===== config.mk =====
export PLATFORM = sky130hd
export DESIGN_NAME = ctrl_banco_alu
export DESIGN_NICKNAME = d
export VERILOG_FILES = /design/src/rtl/ctrl_banco_alu.sv
export SDC_FILE = /design/constraint.sdc
export NUM_CORES = 1
export LEC_CHECK = 0
export ABC_CLOCK_PERIOD_IN_PS = 1900
export BUFFER_PORTS_ARGS = -buffer_cell sky130_fd_sc_hd__buf_2
export CAP_MARGIN = 0
export CORE_MARGIN = 8
export CORE_UTILIZATION = 46
export CTS_CLUSTER_DIAMETER = 150
export CTS_CLUSTER_SIZE = 8
export DETAILED_ROUTE_END_ITERATION = 6
export GPL_ROUTABILITY_DRIVEN = 0
export PLACE_DENSITY = 0.77
export SKIP_LAST_GASP = 1
export SLEW_MARGIN = 30
export SYNTH_ARGS = -nofsm -noshare
export SYNTH_HDL_FRONTEND = slang
export SYNTH_SLANG_ARGS = --single-unit

===== constraint.sdc =====
create_clock -name clk -period 1.9 [get_ports clk]
set_input_delay 0 -clock clk [delete_from_list [all_inputs] [get_ports clk]]
set_output_delay 0 -clock clk [all_outputs]
set_load 0.01 [all_outputs]

===== src/rtl/ctrl_banco_alu.sv =====
// Multi-cycle sequencer: accepts one register-register instruction, reads the bank,
// drives the ALU, and writes the result back (IDLE -> READ -> EXEC -> WRITE).
module ctrl_banco_alu #(
  parameter int              DW     = 8,
  parameter int              AW     = 3,
  parameter int              OPW    = 3,
  parameter logic [OPW-1:0]  OP_CMP = 3'b111
) (
  input  logic           clk,
  input  logic           rst_n,
  input  logic           instr_valid,
  output logic           instr_ready,
  input  logic [OPW-1:0] instr_op,
  input  logic [AW-1:0]  instr_rd,
  input  logic [AW-1:0]  instr_rs1,
  input  logic [AW-1:0]  instr_rs2,
  output logic [AW-1:0]  rd_addr1,
  output logic [AW-1:0]  rd_addr2,
  input  logic [DW-1:0]  rd_data1,
  input  logic [DW-1:0]  rd_data2,
  output logic           wr_en,
  output logic [AW-1:0]  wr_addr,
  output logic [DW-1:0]  wr_data,
  output logic [OPW-1:0] alu_op,
  output logic [DW-1:0]  alu_a,
  output logic [DW-1:0]  alu_b,
  input  logic [DW-1:0]  alu_y,
  input  logic           alu_zero,
  output logic           zero_flag,
  output logic           done
);

  typedef enum logic [1:0] {IDLE, READ, EXEC, WRITE} state_t;

  state_t         state, next_state;
  logic           handshake;
  logic [OPW-1:0] op_q;
  logic [OPW-1:0] op_exec_q;
  logic [AW-1:0]  rd_q, rs1_q, rs2_q;
  logic [DW-1:0]  a_q, b_q, res_q;

  assign handshake = instr_valid & instr_ready;

  always_ff @(posedge clk or negedge rst_n) begin
    if (!rst_n) state <= IDLE;
    else        state <= next_state;
  end

  always_comb begin
    next_state = state;
    unique case (state)
      IDLE:  if (handshake) next_state = READ;
      READ:  next_state = EXEC;
      EXEC:  next_state = WRITE;
      WRITE: next_state = handshake ? READ : IDLE;
      default: next_state = IDLE;
    endcase
  end

  always_comb begin
    instr_ready = 1'b0;
    wr_en       = 1'b0;
    done        = 1'b0;
    unique case (state)
      IDLE:  instr_ready = 1'b1;
      WRITE: begin
        instr_ready = 1'b1;
        done        = 1'b1;
        wr_en       = (op_q != OP_CMP);
      end
      default: ;
    endcase
  end

  always_ff @(posedge clk or negedge rst_n) begin
    if (!rst_n) begin
      op_q      <= '0;
      rd_q      <= '0;
      rs1_q     <= '0;
      rs2_q     <= '0;
      op_exec_q <= '0;
      a_q       <= '0;
      b_q       <= '0;
      res_q     <= '0;
      zero_flag <= 1'b0;
    end else begin
      if (handshake) begin
        op_q  <= instr_op;
        rd_q  <= instr_rd;
        rs1_q <= instr_rs1;
        rs2_q <= instr_rs2;
      end
      // ALU opcode gets its own copy so alu_op holds the previous value during the next READ
      if (state == READ) begin
        a_q       <= rd_data1;
        b_q       <= rd_data2;
        op_exec_q <= op_q;
      end
      if (state == EXEC) begin
        res_q     <= alu_y;
        zero_flag <= alu_zero;
      end
    end
  end

  assign rd_addr1 = rs1_q;
  assign rd_addr2 = rs2_q;
  assign alu_a    = a_q;
  assign alu_b    = b_q;
  assign alu_op   = op_exec_q;
  assign wr_addr  = rd_q;
  assign wr_data  = res_q;

endmodule


# Word-level counts from Yosys, hierarchy flattened
# Cells that the tools add are included.
# word_totals
output_inout_bits,40
input_bits,40
reg_bits,42
# classes
reduce_logical,2
n_eq_ne,5
n_bitwise,1
n_mux,6
# ops
op,n
$pmux 2 s4,1
$eq 2x2->1 const B,2
$mux 1,4
$ne 3x3->1 const B,1
$eq 2x1->1 const B,1
$logic_not 2->1,1
$mux 2,1
$ne 2x2->1 const B,1
$reduce_or 2->1,1
$and 1x1->1,1

# Logic depth before layout (Yosys ltp)
# Gate-level depths: netlist of run 1.
# depth
word_depth,6
ltp_mapped,7
ltp_nobuf,5

# Worst setup path before layout of run 1
# No wires, ideal clock.
# synth_path
path_kind,reg2reg
startpoint,reg state[0]
endpoint,reg op_q[0]
period_less_slack_ns,1.565
arrival_time_ns,1.440
path_stages_with_launch,7
setup_slack_ns,0.335
cell_sequence,dfrtp_1 > inv_1 > ha_1 > nor2b_4 > buf_6 > buf_12 > mux2_4
# synth_via
elab_chain_cells,4
word_cells_on_any_way,5
classes_between,eq/ne: 1; mux: 1; bitwise: 1; reduce/logical: 2
# synth_rtl
element,line,rtl
from (decl),35,"state_t state, next_state;"
from (signal assigned),46,else state <= next_state;
$eq 2x2->1 or $logic_not 2->1 (tied branches),64,unique case (state)
$reduce_or 2->1 (no source line) (*),--,
$mux 1 (*),64,
$and 1x1->1 (*),42,assign handshake = instr_valid & instr_ready;
to (signal assigned),88,op_q <= instr_op;
to (decl),37,logic [OPW-1:0] op_q;
# Every way passes the cells marked *; elsewhere a longest branch is shown, timed or not.
# A chain may end at the register's enable or synchronous reset.

# Final worst setup path of run 1
# layout_path
startpoint,reg state[0]
endpoint,reg rd_q[2] (netlist: wr_addr[2])
# layout_via
elab_chain_cells,4
word_cells_on_any_way,5
classes_between,eq/ne: 1; mux: 1; bitwise: 1; reduce/logical: 2
# layout_rtl
element,line,rtl
$eq 2x2->1 or $logic_not 2->1 (tied branches),64,
$reduce_or 2->1 (no source line) (*),--,
$mux 1 (*),64,
$and 1x1->1 (*),42,
to (signal assigned),89,rd_q <= instr_rd;
to (decl),39,"logic [AW-1:0] rd_q, rs1_q, rs2_q;"
# Marked as above.

==> impl_results.md, run 1 <==
- Status: complete, no violations
- Routed wire per std cell: 14.96 um
- Maximum number of pins on one net before global-route repair: 43
- Die H: 77.20 um
- Worst R2R End: wr_addr[2]
- CTS tree: built
- Endpoints failing hold: 0
- CP Max Fanout: 7
- Met2 Usage GRT: 25.02%
- Initial antenna violation count: 0
- Slowest stage delay, CP: 0.43 ns
- Setup TNS Final: 0 ns
- Seq cells post-synth: 42
- Routed vias/inst: 4.623
- Fin cells: 276
- Commonest non-fill, non-tap cell in the layout: buf_2
- Crit path time final: 1.708 ns
- R2R depth: 5
- Maximum vdd drop: 0.9495 mV
- CP required: 2.07 ns
- Synth area leaders: dfrtp_1, mux2_2, mux2_4, ha_1, buf_12
- Leak pwr: 1.298 nW
- Crit path from: state[0]
- Sequential Power Share: 38.0%
- Core Footprint: 3633 um^2
- Initial DRT Pass Iterations: 3
- Register area share after synthesis: 61.00%
- Post-route clock skew: 0.002511 ns
- First-pass GRT wire length: 6.996 mm
- Synth Cell Area: 1723 um^2
- Pwr/cell area: 1612 nW/um^2
- Critical Path End: wr_addr[2]
- Post-DRT Antenna Nets: 0
- Yosys warnings: 0
- Library cells used by synthesis: 17
- CP Capture Type: flip-flop
- Row count: 22
- Final slew viol count: 0
- DRT iter0 DRCs: 24
- Endpoints failing setup: 0
- Critical path class: flip-flop to flip-flop
- Clk slew on worst S/H paths: 0.07 ns
- Slew @ Worst Pin: 0.5130 ns
- Drc violations: 0
- Post-Syn Instances: 105
- I/O pins: 80
- Slew HR: 65.80%
- Overflow after GRT: 0
- Clock Power Share: 13.3%
- RR Startpoint: state[0]
- Max Root-Sink Buffers: 2
- Num Clock Sinks: 42
- Vias in the first global route: 1,485
- Critical-path cell list: inv_1, ha_1, nor2b_4, buf_4, mux2_4
- Switching share of power: 33.57%
- Hpwl dp: 2.931 mm
- Top delay family on crit path: flip-flops
- Die Area: 5960 um^2
- Power Internal: 2.825 mW
- Die width: 77.20 um
- GRT Total Usage: 14.32%
- Vias: 1,276
- Port bufs: 79
- Final #Nets: 272
- Final period util: 89.91%
- Psw: 1.428 mW
- Crit path buffers/inverters: 2
- CP Launch Type: flip-flop
- Starting Density: 47.42%
- Met3 usage: 7.925%
- R2r setup slk: 0.19 ns
- Top cell type by total area after synthesis: dfrtp_1
- Post-synth top area share: 61.00%
- Post-CTS Resized: 0
- Share of cells above drive strength 1: 57.02%
- Root Driver: clkbuf_8
- CP arrival: 1.88 ns
- Final WL: 4.130 mm
- CP max stage cell: dfrtp_1
- FMAX: 585.4 MHz
- N_diodes: 0
- Num CTS Buffers: 5
- Syn-to-layout area delta: 53.16%
- Hold Crit Class: input pin to flip-flop
- Maxcap violations: 0
- Crit. path cell count: 5
- Most Crowded Layer GR: met2
- Syn nets: 150
- Most frequent cells in the layout: buf_2, dfrtp_1, dlygate4sd3_1
- Gate power share: 48.8%
- RSZ-0062 raised after global routing: false
- Met1 usage: 14.42%
- Dpl cells: 230
- H-tree levels: 2
- Avg Cell Area, Syn: 16.41 um^2
- Worst skew pair latency: 0.28 ns
[worst min-delay path by stage]
stage	from	endpoint	cells past startpoint
finish	instr_valid	state[1]	3
global route	instr_valid	state[1]	3
CTS	instr_valid	state[1]	3
detailed placement	rst_n	rd_addr2[1]	1
global placement	rst_n	rd_addr1[1]	1
floorplan	rst_n	alu_a[0]	0
[stage by stage]
stage	cell area (um^2)	power (mW)	utilization (%)	hold WS [ns]	setup WS, ns
floorplan	1723	2.955	-	-0.2956	0.3352
global placement	2165	3.573	59.57	0.1550	0.2838
detailed placement	2165	3.676	59.57	0.1770	0.1965
CTS	2636	4.313	72.56	0.04406	0.1805
global route	2639	4.556	72.62	0.07597	0.1075
finish	2639	4.253	72.62	0.05626	0.1917
[power groups by stage]
| stage | registers [mW] | clock network [mW] | logic (mW) |
|---|---|---|---|
| 5_1_grt | 1.68 | 0.626 | 2.25 |
| 3_5_place_dp | 1.62 | 0 | 2.05 |
| 4_1_cts | 1.62 | 0.589 | 2.11 |
| 6_report | 1.61 | 0.564 | 2.07 |
| 3_3_place_gp | 1.60 | 0 | 1.98 |
| 2_1_floorplan | 1.81 | 0 | 1.15 |
[synthesized netlist by cell type]
master,number
ha_1,5
dfrtp_1,42
o22ai_1,1
mux2i_1,1
a21oi_1,1
buf_12,1
buf_2,2
a31oi_1,1
nor2b_4,1
o21ai_0,1
mux2_4,8
o21a_1,1
a21boi_0,1
buf_4,1
buf_6,1
mux2_2,32
inv_1,5
[flip-flops by register name, indices dropped and copies added, names as in the netlist]
signal / count
wr_data: 8
alu_op: 3
state: 2
op_q: 3
alu_a: 8
alu_b: 8
zero_flag: 1
rd_addr1: 3
wr_addr: 3
rd_addr2: 3
[area by class of cell]
cell class              count  area [um^2]
inverters                   5        18.77
fillers                   275        994.7
clock inverters             1        5.005
clock buffers               7        86.33
well taps                  48        60.06
multi-input cells          53        604.3
flip-flops and latches     42         1051
repair buffers            120        813.3
[cell families (layout without fill, tap and decap cells)]
group / count (synthesis) / in the layout / synth area share, %
flip-flops: 42 / 42 / 61.00
multiplexers: 41 / 41 / 28.47
buffers and inverters: 10 / 133 / 3.922
AO/OA/AOI/OAI: 6 / 6 / 2.179
adder cells (fa/ha/maj): 5 / 5 / 3.631
AND/OR/NAND/NOR: 1 / 1 / 0.7987
[tightest hold or removal path, cell delays in order]
cell and delay (ns):
buf_2 0.10, o21ai_0 0.08, a21boi_0 0.12
[layer usage]
layer | up-vias | routed length [um]
li1 | 605 | -
met1 | 610 | 1563
met2 | 57 | 2116
met3 | 4 | 419
met4 | 0 | 30
met5 | - | 0
[timing repair]
action	in CTS	in global routing
buffers inserted	0	0
endpoints found under the hold margin	79	0
hold buffers	38	0
(Power assumes the default switching activity.)
==> run 2, diff against run 1 <==
--- a/config.mk
+++ b/config.mk
@@ -10,6 +10,7 @@
 export CAP_MARGIN = 0
 export CORE_MARGIN = 8
 export CORE_UTILIZATION = 46
+export CTS_BUF_LIST = sky130_fd_sc_hd__clkbuf_16
 export CTS_CLUSTER_DIAMETER = 150
 export CTS_CLUSTER_SIZE = 8
 export DETAILED_ROUTE_END_ITERATION = 6
==> impl_results.md, run 2 (synthesis gave the netlist of run 1 again) <==
- Status: complete, no violations
- Endpoints failing hold: 0
- RR Startpoint: state[0]
- Syn-to-layout area delta: 55.85%
- Final instance area: 2685 um^2
- Setup WS pre-CTS: 0.1965 ns
- Post-CTS Resized: 0
- H-tree levels: 2
- Hold WS: 0.06969 ns
- Worst R2R End: wr_addr[2]
- Port bufs: 79
- Setup bufs post-CTS: 0
- CTS tree: built
- Leak pwr: 1.322 nW
- Endpoints failing setup: 0
- Switching share of power: 32.68%
- Share of cells above drive strength 1: 56.58%
- Max Root-Sink Buffers: 2
- Core Footprint: 3633 um^2
- Drc violations: 0
- Sequential Power Share: 36.2%
- Psw: 1.460 mW
- Slew @ Worst Pin: 0.5113 ns
- DRT iter0 DRCs: 32
- GRT Total Usage: 14.47%
- Fillers: 263
- Root Driver: clkbuf_16
- Maximum number of pins on one net before global-route repair: 43
- Worst setup margin: 0.1967 ns
- Critical path class: flip-flop to flip-flop
- Seq. cell area: 1051 um^2
- Maxcap violations: 0
- CP arrival: 1.86 ns
- Final WL: 4.147 mm
- Clock Power Share: 17.3%
- Slowest stage delay, CP: 0.42 ns
- Die Area: 5960 um^2
- Setup TNS Final: 0 ns
- Hold depth: 3
- Worst skew pair latency: 0.27 ns
- CP Max Fanout: 7
- Initial DRT Pass Iterations: 4
- Final core utilization: 73.90%
- RSZ-0062 raised after global routing: false
- Cts hold-fix bufs: 38
- I/O pins: 80
- Fin cells: 276
- Gate power share: 46.5%
- Power Internal: 3.009 mW
- R2R depth: 5
- Multi-input logic area: 604.3 um^2
- Most frequent cells in the layout: buf_2, dfrtp_1, dlygate4sd3_1
- Worst Hold End: state[1]
- Total power: 4.469 mW
- CP required: 2.06 ns
- Final period util: 89.65%
- Die width: 77.20 um
- First-pass GRT wire length: 7.044 mm
- CP Capture Type: flip-flop
- Crit path from: state[0]
- Commonest non-fill, non-tap cell in the layout: buf_2
- Overflow after GRT: 0
- Vias: 1,264
- N_diodes: 0
- Hold Crit Class: input pin to flip-flop
- Num CTS Buffers: 5
- Post-route clock skew: 0.001707 ns
- Post-DRT Antenna Nets: 0
- Initial antenna violation count: 0
- Final #Nets: 272
- FMAX: 587.1 MHz
- Starting Density: 47.42%
- Placed Area: 2165 um^2
- Crit path time final: 1.703 ns
- Min-delay src: instr_valid
- Clk slew on worst S/H paths: 0.05 ns
- Dpl cells: 230
- Pwr/cell area: 1664 nW/um^2
- Routed vias/inst: 4.580
- Vias in the first global route: 1,486
- Routed wire per std cell: 15.03 um
- Slew HR: 65.92%
- Final slew viol count: 0
- Die H: 77.20 um
- CP max stage cell: dfrtp_1
- R2r setup slk: 0.20 ns
- Hpwl dp: 2.931 mm
- Critical-path cell list: inv_1, ha_1, nor2b_4, buf_4, mux2_4
- Maximum vdd drop: 1.008 mV
- Num Clock Sinks: 42
- CP Launch Type: flip-flop
- Row count: 22
==> run 2: how the worst max path moves through the flow <==
stage	to	slack, ns	cells past startpoint
global route	op_q[1]	0.11	5
CTS	wr_addr[2]	0.18	5
global placement	rd_addr2[2]	0.28	5
floorplan	op_q[0]	0.34	6
finish	wr_addr[2]	0.20	5
detailed placement	rd_addr1[2]	0.20	5
==> run 2: layout make-up <==
cell class	instances	area share, %
sequential	42	39.14
timing repair buffer	120	30.29
clock inverter	3	0.4660
inverter	5	0.6990
multi-input combinational	53	22.51
clock buffer	5	4.660
tap	48	2.237
==> run 2: worst max-delay path, delay by kind of cell, from the launching register on <==
family / cells / cell delay (ns)
muxes: 1 / 0.31
and+or+nand+nor: 1 / 0.18
adders and majority gates: 1 / 0.36
buffers and inverters: 2 / 0.32
DFF: 1 / 0.42
==> run 2: power groups by stage <==
stage | sequential (mW) | combinational (mW) | clock, mW
global route | 1.68 | 2.26 | 0.836
detailed placement | 1.62 | 2.05 | 0
global placement | 1.60 | 1.98 | 0
floorplan | 1.81 | 1.15 | 0
finish | 1.62 | 2.08 | 0.772
CTS | 1.62 | 2.11 | 0.790
==> run 2: routing by layer <==
metal  vias up  GRT usage, %  share of wire, %
met3         0         8.275                11
met4         0         3.396                 0
met2        56         25.19                51
met5         -             0                 0
li1        603             -                 -
met1       605         14.50                38
